File: src/rtl/dot_prod_sequencer.sv
`default_nettype none
// ============================================================================
// dot_prod_sequencer : loads operand pairs into the dot-product kernel arrays,
//                      runs the kernel and returns result, cycle count, status
// Revision 1.0 - initial release
// ============================================================================
module dot_prod_sequencer #(
    parameter int unsigned TIMEOUT_CYCLES = 65535
) (
    input  logic               clk,
    input  logic               rst,
    input  logic               cmd_valid,
    output logic               cmd_ready,
    input  logic [10:0]        cmd_len,
    input  logic signed [63:0] cmd_acc,
    input  logic               in_valid,
    output logic               in_ready,
    input  logic signed [26:0] in_a,
    input  logic signed [26:0] in_b,
    output logic               res_valid,
    input  logic               res_ready,
    output logic signed [63:0] res_data,
    output logic [31:0]        res_cycles,
    output logic [1:0]         res_status,
    output logic               busy,
    output logic               k_r_enable,
    output logic [9:0]         k_init_i,
    output logic [63:0]        k_init_acc,
    output logic               k_ctrl,
    output logic               k_we,
    output logic [9:0]         k_addr,
    output logic [26:0]        k_wdata_a,
    output logic [26:0]        k_wdata_b,
    input  logic               k_w_enable,
    input  logic signed [63:0] k_result
);

    typedef enum logic [1:0] {
        S_IDLE = 2'd0,
        S_LOAD = 2'd1,
        S_RUN  = 2'd2,
        S_DONE = 2'd3
    } state_t;

    localparam logic [10:0] MAX_LEN = 11'd1000;

    state_t      state;
    logic [10:0] len;
    logic [9:0]  idx;
    logic [31:0] cyc;

    // k_init_i doubles as the base address of the loaded window
    assign cmd_ready = (state == S_IDLE) && !rst;
    assign in_ready  = (state == S_LOAD);
    assign busy      = (state != S_IDLE);
    assign k_we      = in_ready && in_valid;
    assign k_addr    = k_we ? (k_init_i + idx) : 10'd0;
    assign k_wdata_a = in_a;
    assign k_wdata_b = in_b;

    always_ff @(posedge clk) begin
        if (rst) begin
            state      <= S_IDLE;
            len        <= 11'd0;
            idx        <= 10'd0;
            cyc        <= 32'd0;
            k_init_i   <= 10'd0;
            k_init_acc <= 64'd0;
            res_valid  <= 1'b0;
            res_data   <= 64'sd0;
            res_cycles <= 32'd0;
            res_status <= 2'd0;
            k_r_enable <= 1'b1;
            k_ctrl     <= 1'b1;
        end else begin
            case (state)
                S_IDLE: begin
                    if (cmd_valid) begin
                        if (cmd_len > MAX_LEN) begin
                            res_status <= 2'd1;
                            res_data   <= 64'sd0;
                            res_cycles <= 32'd0;
                            res_valid  <= 1'b1;
                            state      <= S_DONE;
                        end else begin
                            k_init_i   <= 10'(MAX_LEN - cmd_len);
                            k_init_acc <= cmd_acc;
                            len        <= cmd_len;
                            idx        <= 10'd0;
                            cyc        <= 32'd1;
                            if (cmd_len == 11'd0) begin
                                state      <= S_RUN;
                                k_r_enable <= 1'b0;
                                k_ctrl     <= 1'b0;
                            end else begin
                                state <= S_LOAD;
                            end
                        end
                    end
                end
                S_LOAD: begin
                    if (in_valid) begin
                        idx <= idx + 10'd1;
                        if ({1'b0, idx} == len - 11'd1) begin
                            state      <= S_RUN;
                            k_r_enable <= 1'b0;
                            k_ctrl     <= 1'b0;
                        end
                    end
                end
                S_RUN: begin
                    if (k_w_enable) begin
                        res_data   <= k_result;
                        res_cycles <= cyc;
                        res_status <= 2'd0;
                        res_valid  <= 1'b1;
                        k_r_enable <= 1'b1;
                        k_ctrl     <= 1'b1;
                        state      <= S_DONE;
                    end else if (cyc >= TIMEOUT_CYCLES) begin
                        res_data   <= 64'sd0;
                        res_cycles <= cyc;
                        res_status <= 2'd2;
                        res_valid  <= 1'b1;
                        k_r_enable <= 1'b1;
                        k_ctrl     <= 1'b1;
                        state      <= S_DONE;
                    end else if (cyc != 32'hFFFF_FFFF) begin
                        cyc <= cyc + 32'd1;
                    end
                end
                S_DONE: begin
                    if (res_ready) begin
                        res_valid <= 1'b0;
                        state     <= S_IDLE;
                    end
                end
                default: state <= S_IDLE;
            endcase
        end
    end

endmodule
`default_nettype wire

File: config.mk
export PLATFORM = sky130hd
export DESIGN_NAME = dot_prod_sequencer
export DESIGN_NICKNAME = d
export VERILOG_FILES = /design/src/rtl/dot_prod_sequencer.sv
export SDC_FILE = /design/constraint.sdc
export NUM_CORES = 1
export LEC_CHECK = 0
export ABC_AREA = 0
export ABC_CLOCK_PERIOD_IN_PS = 2600
export BUFFER_PORTS_ARGS = -buffer_cell sky130_fd_sc_hd__buf_2
export CAP_MARGIN = 30
export CORE_AREA = 2 2 171 173
export DETAILED_ROUTE_END_ITERATION = 10
export DIE_AREA = 0 0 173 175
export PLACE_DENSITY = 0.75
export SYNTH_ARGS = -nofsm -noshare
export SYNTH_HDL_FRONTEND = slang
export SYNTH_SLANG_ARGS = --single-unit
export TNS_END_PERCENT = 10
File: constraint.sdc
create_clock -name clk -period 2.6 [get_ports clk]
set_input_delay 0.26 -clock clk [delete_from_list [all_inputs] [get_ports clk]]
set_output_delay 0.26 -clock clk [all_outputs]
set_load 0.005 [all_outputs]
==> flow_summary.toml, run 1 <==
[timing]
finalMaxSlewViolations = 0
timing.fmax_mhz = 375.3
skew_ns = 0.02050
setup_violations = 3
slew_headroom_pct = 53.32
fin_tns_setup_ns = -0.1143
hold_violations = 0
finalCritPeriodShare_pct = 102.5
holdWs_ns = 0.01642
rsz0062_at_grt = "yes"
fin_crit_ns = 2.665
worst_pin_slew_ns = 0.7002
fin_ws_ns = -0.06488

[run]
drv_cap = 0

[critical_path]
path_cells = "ha_4 -> fa_2 -> a21o_1 -> a21oi_2 -> o21ba_4 -> o21ai_2 -> nand3_1 -> nor3b_4 -> buf_2"
crit_path_top_delay_cell = "dfxtp_4"
critPathKind = "reg -> out"
critical-path-max-stage-delay_ns = 0.36
reg2regPathDepth = 10
worstPathRequired_ns = 2.34
critPathMaxFanout = 2
end_kind = "output pin"
crit_arrival_ns = 2.40
startpoint_type = "register"

[final_layout]
drive_gt1_share_pct = 28.59
area_delta_synth_final_pct = 37.81
multi_input_area_mm2 = 0.004982
area.sequential_mm2 = 0.004584
fin_nets = 1828
finalCoreUtilization_pct = 49.78
fin_area_mm2 = 0.01413
fillers = 2596

[global_route]
grt_max_degree = 109
grt_usage_pct = 21.09
grt_pass1_vias = 10295
antenna_found_initial = 1
grt-ovfl-total = 0
grt_first_pass_wirelength_um = 53410

[detailed_routing]
drc_errors = 0
via_per_inst = 5.313
vias = 10706
wl_per_cell_um = 16.87
first_pass_iters = 7
drt-total-wl_um = 34000
ant_nets = 0
drt_iter0_drc = 715

[clock_network]
cts-root-buf = "clkbuf_16"
cts_buffers = 26
h-tree-depth = 1
clkTransAtPathRegs_ns = 0.06
clockBufferDepth = 3
clk_latency_ns = 0.54
cts_sinks = 228
tritoncts = "built"

[yosys]
synth_seq_cells = 228
ys_seq_area_share_pct = 44.50
synth.avg_cell_area_um2 = 8.114
synth-compound-area-share_pct = 19.15
yosys_warnings = 0
synthesis.nets = 1482
synth_fa_ha_area_share_pct = 2.391
yosys.area.top_type = "dfxtp_1"
yosys_most_used_dff = "dfxtp_1"
yosys.area_share.simple_pct = 22.33
synthesis.area_mm2 = 0.01026
yosysUniqueCellTypes = 62
synth_xor_xnor_area_share_pct = 2.989
syn_inst = 1264
netlist_top_cells_area = "dfxtp_1 (45%), a21oi_1 (9.7%), nand4_1 (6.9%)"
synth.top_cell.area_share_pct = 44.50
synth_edf_count = 0
ys_async_sr_fraction_pct = 0
synth_top_family_by_area = "simple AND/OR/NAND/NOR gates"
synthMuxAreaShare_pct = 0.09760

[placed_design]
place_area_mm2 = 0.01201
post-place-ws_ns = 0.08322
place_congestion = 0.8763
io_buffer_count = 333
dp_hpwl_um = 21820

[power_and_ir_drop]
switchingPower_mw = 3.724
p_comb_share_pct = 28.7
power.share.sequential_pct = 35.4
vdd_drop_max_v = 0.0004574
powerDensity_mw_per_mm2 = 773.1
switching_share_pct = 34.08
p_leak_nw = 5.911
power.clock.fraction_pct = 35.9
internal_power_mw = 7.203

[worst_hold_path]
whs_path_depth = 3
min_path_type = "in -> reg"

[floorplan]
ioPinCount = 442
coreArea_mm2 = 0.02839
die_w_um = 173
die_area_mm2 = 0.03028
initial_utilization_pct = 36.12
die_height_um = 175
rows = 62

[status]
violations = "negative setup slack"
status = "complete, but fails checks"
-- cell families after synthesis --
logic type	after synthesis
simple gates	449
compound gates	360
flops	228
buf+inv	172
xor+xnor	35
fa+ha+maj	19
mux	1
-- synthesized netlist by cell type, types with 3 or more instances --
cell type  instances
a32oi_1            3
xor2_1            24
o31a_1             3
buf_2             10
and4_1             5
a211oi_1           5
or2_2              3
nand3_1           12
o21ai_1           10
o21ai_0          103
nor4_1            10
dfxtp_1          228
nand2b_1           5
and3_1            14
o2111ai_1          3
nor3_1             7
xnor2_1           11
buf_1              9
a31oi_1            4
or4_1              7
nor2b_1            4
o21a_1             3
nor2_1            44
o31ai_1            3
or3_1             11
and2_1            16
a21oi_1          199
clkbuf_1          80
a21o_1             6
buf_4             56
inv_1             16
ha_1              18
nand4_1          113
nand2_1          185
-- layer usage --
layer,vias up,share of wire (%),track usage (%)
met5,-,0,0
met4,0,4.6,10.06
met3,97,8.3,5.788
met2,513,48,35.82
met1,4965,40,24.65
li1,5131,-,-
-- placed cells by master (no fill, tap or decap), types with 8 or more instances in the layout --
cell type / n
and3_1: 13
inv_1: 16
buf_12: 8
dlygate4sd3_1: 99
xor2_1: 24
nor4_1: 8
or3_1: 11
ha_1: 15
buf_2: 332
nand4_1: 113
nand3_1: 11
dfxtp_1: 220
nand2_1: 185
clkbuf_16: 27
and2_1: 16
o21ai_1: 10
xnor2_1: 10
nor2_1: 44
o21ai_0: 101
buf_4: 31
a21oi_1: 195
-- per-stage QoR --
stage                     instances  power (mW)
after global routing           2014       11.44
after detailed placement       1860       6.824
after global placement         1860       6.758
final                          2015       10.93
after floorplan                1264       5.733
after CTS                      2012       10.91
-- sequential cells by signal (all words and copies together), names as in the netlist, 2 cells and up --
| signal | flops |
|---|---|
| cyc | 32 |
| res_data | 64 |
| res_cycles | 32 |
| idx | 10 |
| len | 10 |
| k_init_i | 10 |
| res_status | 2 |
| state | 2 |
| k_init_acc | 64 |
-- worst max-delay path, delay by kind of cell, from the launching register on --
kind	cells	cell delay, ns
AND/OR/NAND/NOR	2	0.27
buffers and inverters	1	0.14
AO/OA/AOI/OAI	4	0.60
flip-flops	1	0.36
adder cells (fa/ha/maj)	2	0.51
-- layout make-up --
cell class / instances / area share (%)
sequential: 228 / 32.44
timing repair buffer: 474 / 21.87
clock inverter: 17 / 1.576
inverter: 16 / 0.4249
antenna: 1 / 0.01771
tap: 384 / 3.399
clock buffer: 31 / 5.028
multi-input combinational: 864 / 35.25
-- timing repair --
item | CTS | global route
endpoints found under the setup margin | 5 | 95
gates resized for setup | 21 | 17
hold endpoints to repair | 99 | 0
pin swaps | 5 | 10
buffers inserted | 5 | 2
hold buffers | 99 | 0
-- worst paths after layout --
path / from / to / slack, ns
max: k_init_i[0]$_SDFFE_PP0P_ / k_addr[8] / -0.06
min: k_result[35] / res_data[35]$_SDFFE_PP0P_ / 0.02
max reg2reg: k_init_i[0]$_SDFFE_PP0P_ / state[1]$_SDFFE_PP0P_ / 0.19
min reg2reg: k_init_acc[23]$_SDFFE_PP0P_ / k_init_acc[23]$_SDFFE_PP0P_ / 0.45
-- power by group through the flow --
stage          combinational, mW  sequential [mW]  clock [mW]
6_report                    3.13             3.86        3.93
5_1_grt                     3.41             3.88        4.14
4_1_cts                     3.04             3.86        4.01
3_5_place_dp                2.89             3.93           0
3_3_place_gp                2.83             3.92           0
2_1_floorplan               1.82             3.92           0
(Power assumes the default switching activity.)
==> run 2: changes to the inputs <==
Settings changed: ABC_CLOCK_PERIOD_IN_PS 2600 to 3400, CTS_CLUSTER_SIZE set to 40, RECOVER_POWER set to 25.
Clock period 2.6 ns to 3.4 ns, I/O delays scaled along.
==> flow_summary.toml, run 2 (synthesized netlist as in run 1, its figures left out) <==
[status]
status = "complete, no violations"

[detailed_routing]
vias = 10030
via_per_inst = 5.304
drt_iter0_drc = 850
first_pass_iters = 5
drc_errors = 0
ant_nets = 0
drt-total-wl_um = 31320
wl_per_cell_um = 16.56

[timing]
fin_ws_ns = 0.3279
worst_pin_slew_ns = 0.8910
setup_violations = 0
slew_headroom_pct = 40.60
finalMaxSlewViolations = 0
hold_violations = 0
skew_ns = 0.01248
fin_crit_ns = 3.072
rsz0062_at_grt = "no"
timing.fmax_mhz = 325.5
finalCritPeriodShare_pct = 90.35
fin_tns_setup_ns = 0

[final_layout]
fin_nets = 1705
fin_area_mm2 = 0.01271
largestRegisters = "k_init_acc (64), res_data (64)"
final_common_cell = "buf_2"
drive_gt1_share_pct = 25.17
area_delta_synth_final_pct = 23.90
final_cell_mix = "buf_2 (295), dfxtp_1 (228), a21oi_1 (199)"
instances_no_fill = 1891

[critical_path]
worstPathRequired_ns = 3.06
path_cells = "ha_1 -> fa_1 -> a21o_1 -> a21oi_1 -> o21ba_2 -> o21ai_0 -> nand3_1 -> nor3b_1 -> buf_2"
critPathKind = "reg -> out"
end_kind = "output pin"
crit_arrival_ns = 2.73
crit_buf_inv = 1
crit_family = "adder cells"
critical-path-max-stage-delay_ns = 0.41
startpoint_type = "register"
crit_path_top_delay_cell = "fa_1"
critPathMaxFanout = 8

[global_route]
use_met2_pct = 32.23
grt_pass1_vias = 9366
grt_first_pass_wirelength_um = 49150
grt-ovfl-total = 0
busiest_layer = "met2"
grt_usage_pct = 19.35
use_met3_pct = 5.157
grt_use_met1_pct = 24.11
grt_max_degree = 108
antenna_found_initial = 1

[clock_network]
clkTransAtPathRegs_ns = 0.06
post_cts_buffers = 0
cts-root-buf = "clkbuf_16"
clk_latency_ns = 0.52
hold_buffers = 0
tritoncts = "built"
clockBufferDepth = 3
cts_sinks = 228
cts_buffers = 26
postCtsResizedCells = 0
h-tree-depth = 1

[power_and_ir_drop]
vdd_drop_max_v = 0.0003871
p_leak_nw = 5.197
powerDensity_mw_per_mm2 = 623.9

[floorplan]
die_height_um = 175
die_area_mm2 = 0.03028
rows = 62
coreArea_mm2 = 0.02839
initial_utilization_pct = 36.12
die_w_um = 173
ioPinCount = 442

[placed_design]
place_inst = 1843
dp_hpwl_um = 21880
post-place-ws_ns = 0.6266
place_area_mm2 = 0.01187
io_buffer_count = 333
place_congestion = 0.8618

[run]
drv_cap = 0

[worst_hold_path]
min_path_type = "in -> reg"
run 2: worst paths after layout:
check,startpoint,cells past startpoint,slack (ns),endpoint
max,k_init_i[0]$_SDFFE_PP0P_,9,0.33,k_addr[8]
min,cmd_acc[48],3,0.06,k_init_acc[48]$_SDFFE_PP0P_
max reg2reg,state[0]$_SDFFE_PP0P_,8,0.68,idx[9]$_SDFFE_PP0P_
min reg2reg,k_init_acc[56]$_SDFFE_PP0P_,2,0.45,k_init_acc[56]$_SDFFE_PP0P_
run 2: per-layer routing:
layer,vias up,routed length [um],part of all wire (%)
met1,4668,13060,42
met4,0,1132,3.6
met5,-,0,0
met2,417,14640,47
met3,58,2485,7.9
li1,4887,-,-
run 2: worst min-delay path: stages:
cell and delay [ns]:
buf_2 0.09, nand2_1 0.04, a21oi_1 0.05
run 2: final cells by class:
type	count	area, um2
Clock buffer	34	762.0
Inverter	16	60.06
Clock inverter	13	122.6
Tap cell	384	480.5
Sequential cell	228	4564
Fill cell	2798	15690
Timing Repair Buffer	351	1849
Multi-Input combinational cell	864	4866
Antenna cell	1	2.502
run 2: per-stage QoR:
step                      total power [mW]  hold slack [ns]  utilization (%)
after global routing                 8.346          0.03633            44.75
after global placement               5.073           0.4380            41.79
final                                7.928          0.05524            44.76
after CTS                            7.997          0.02053            44.91
after detailed placement             5.137           0.4454            41.79
after floorplan                      4.384           0.4527                -
run 2: report_power, final:
part	leakage, nW	internal (mW)	switching, mW	total [mW]
registers	1.85	2.83	0.132	2.96
logic	2.90	0.682	1.45	2.13
clock network	0.449	1.72	1.11	2.83
total	5.20	5.24	2.69	7.93
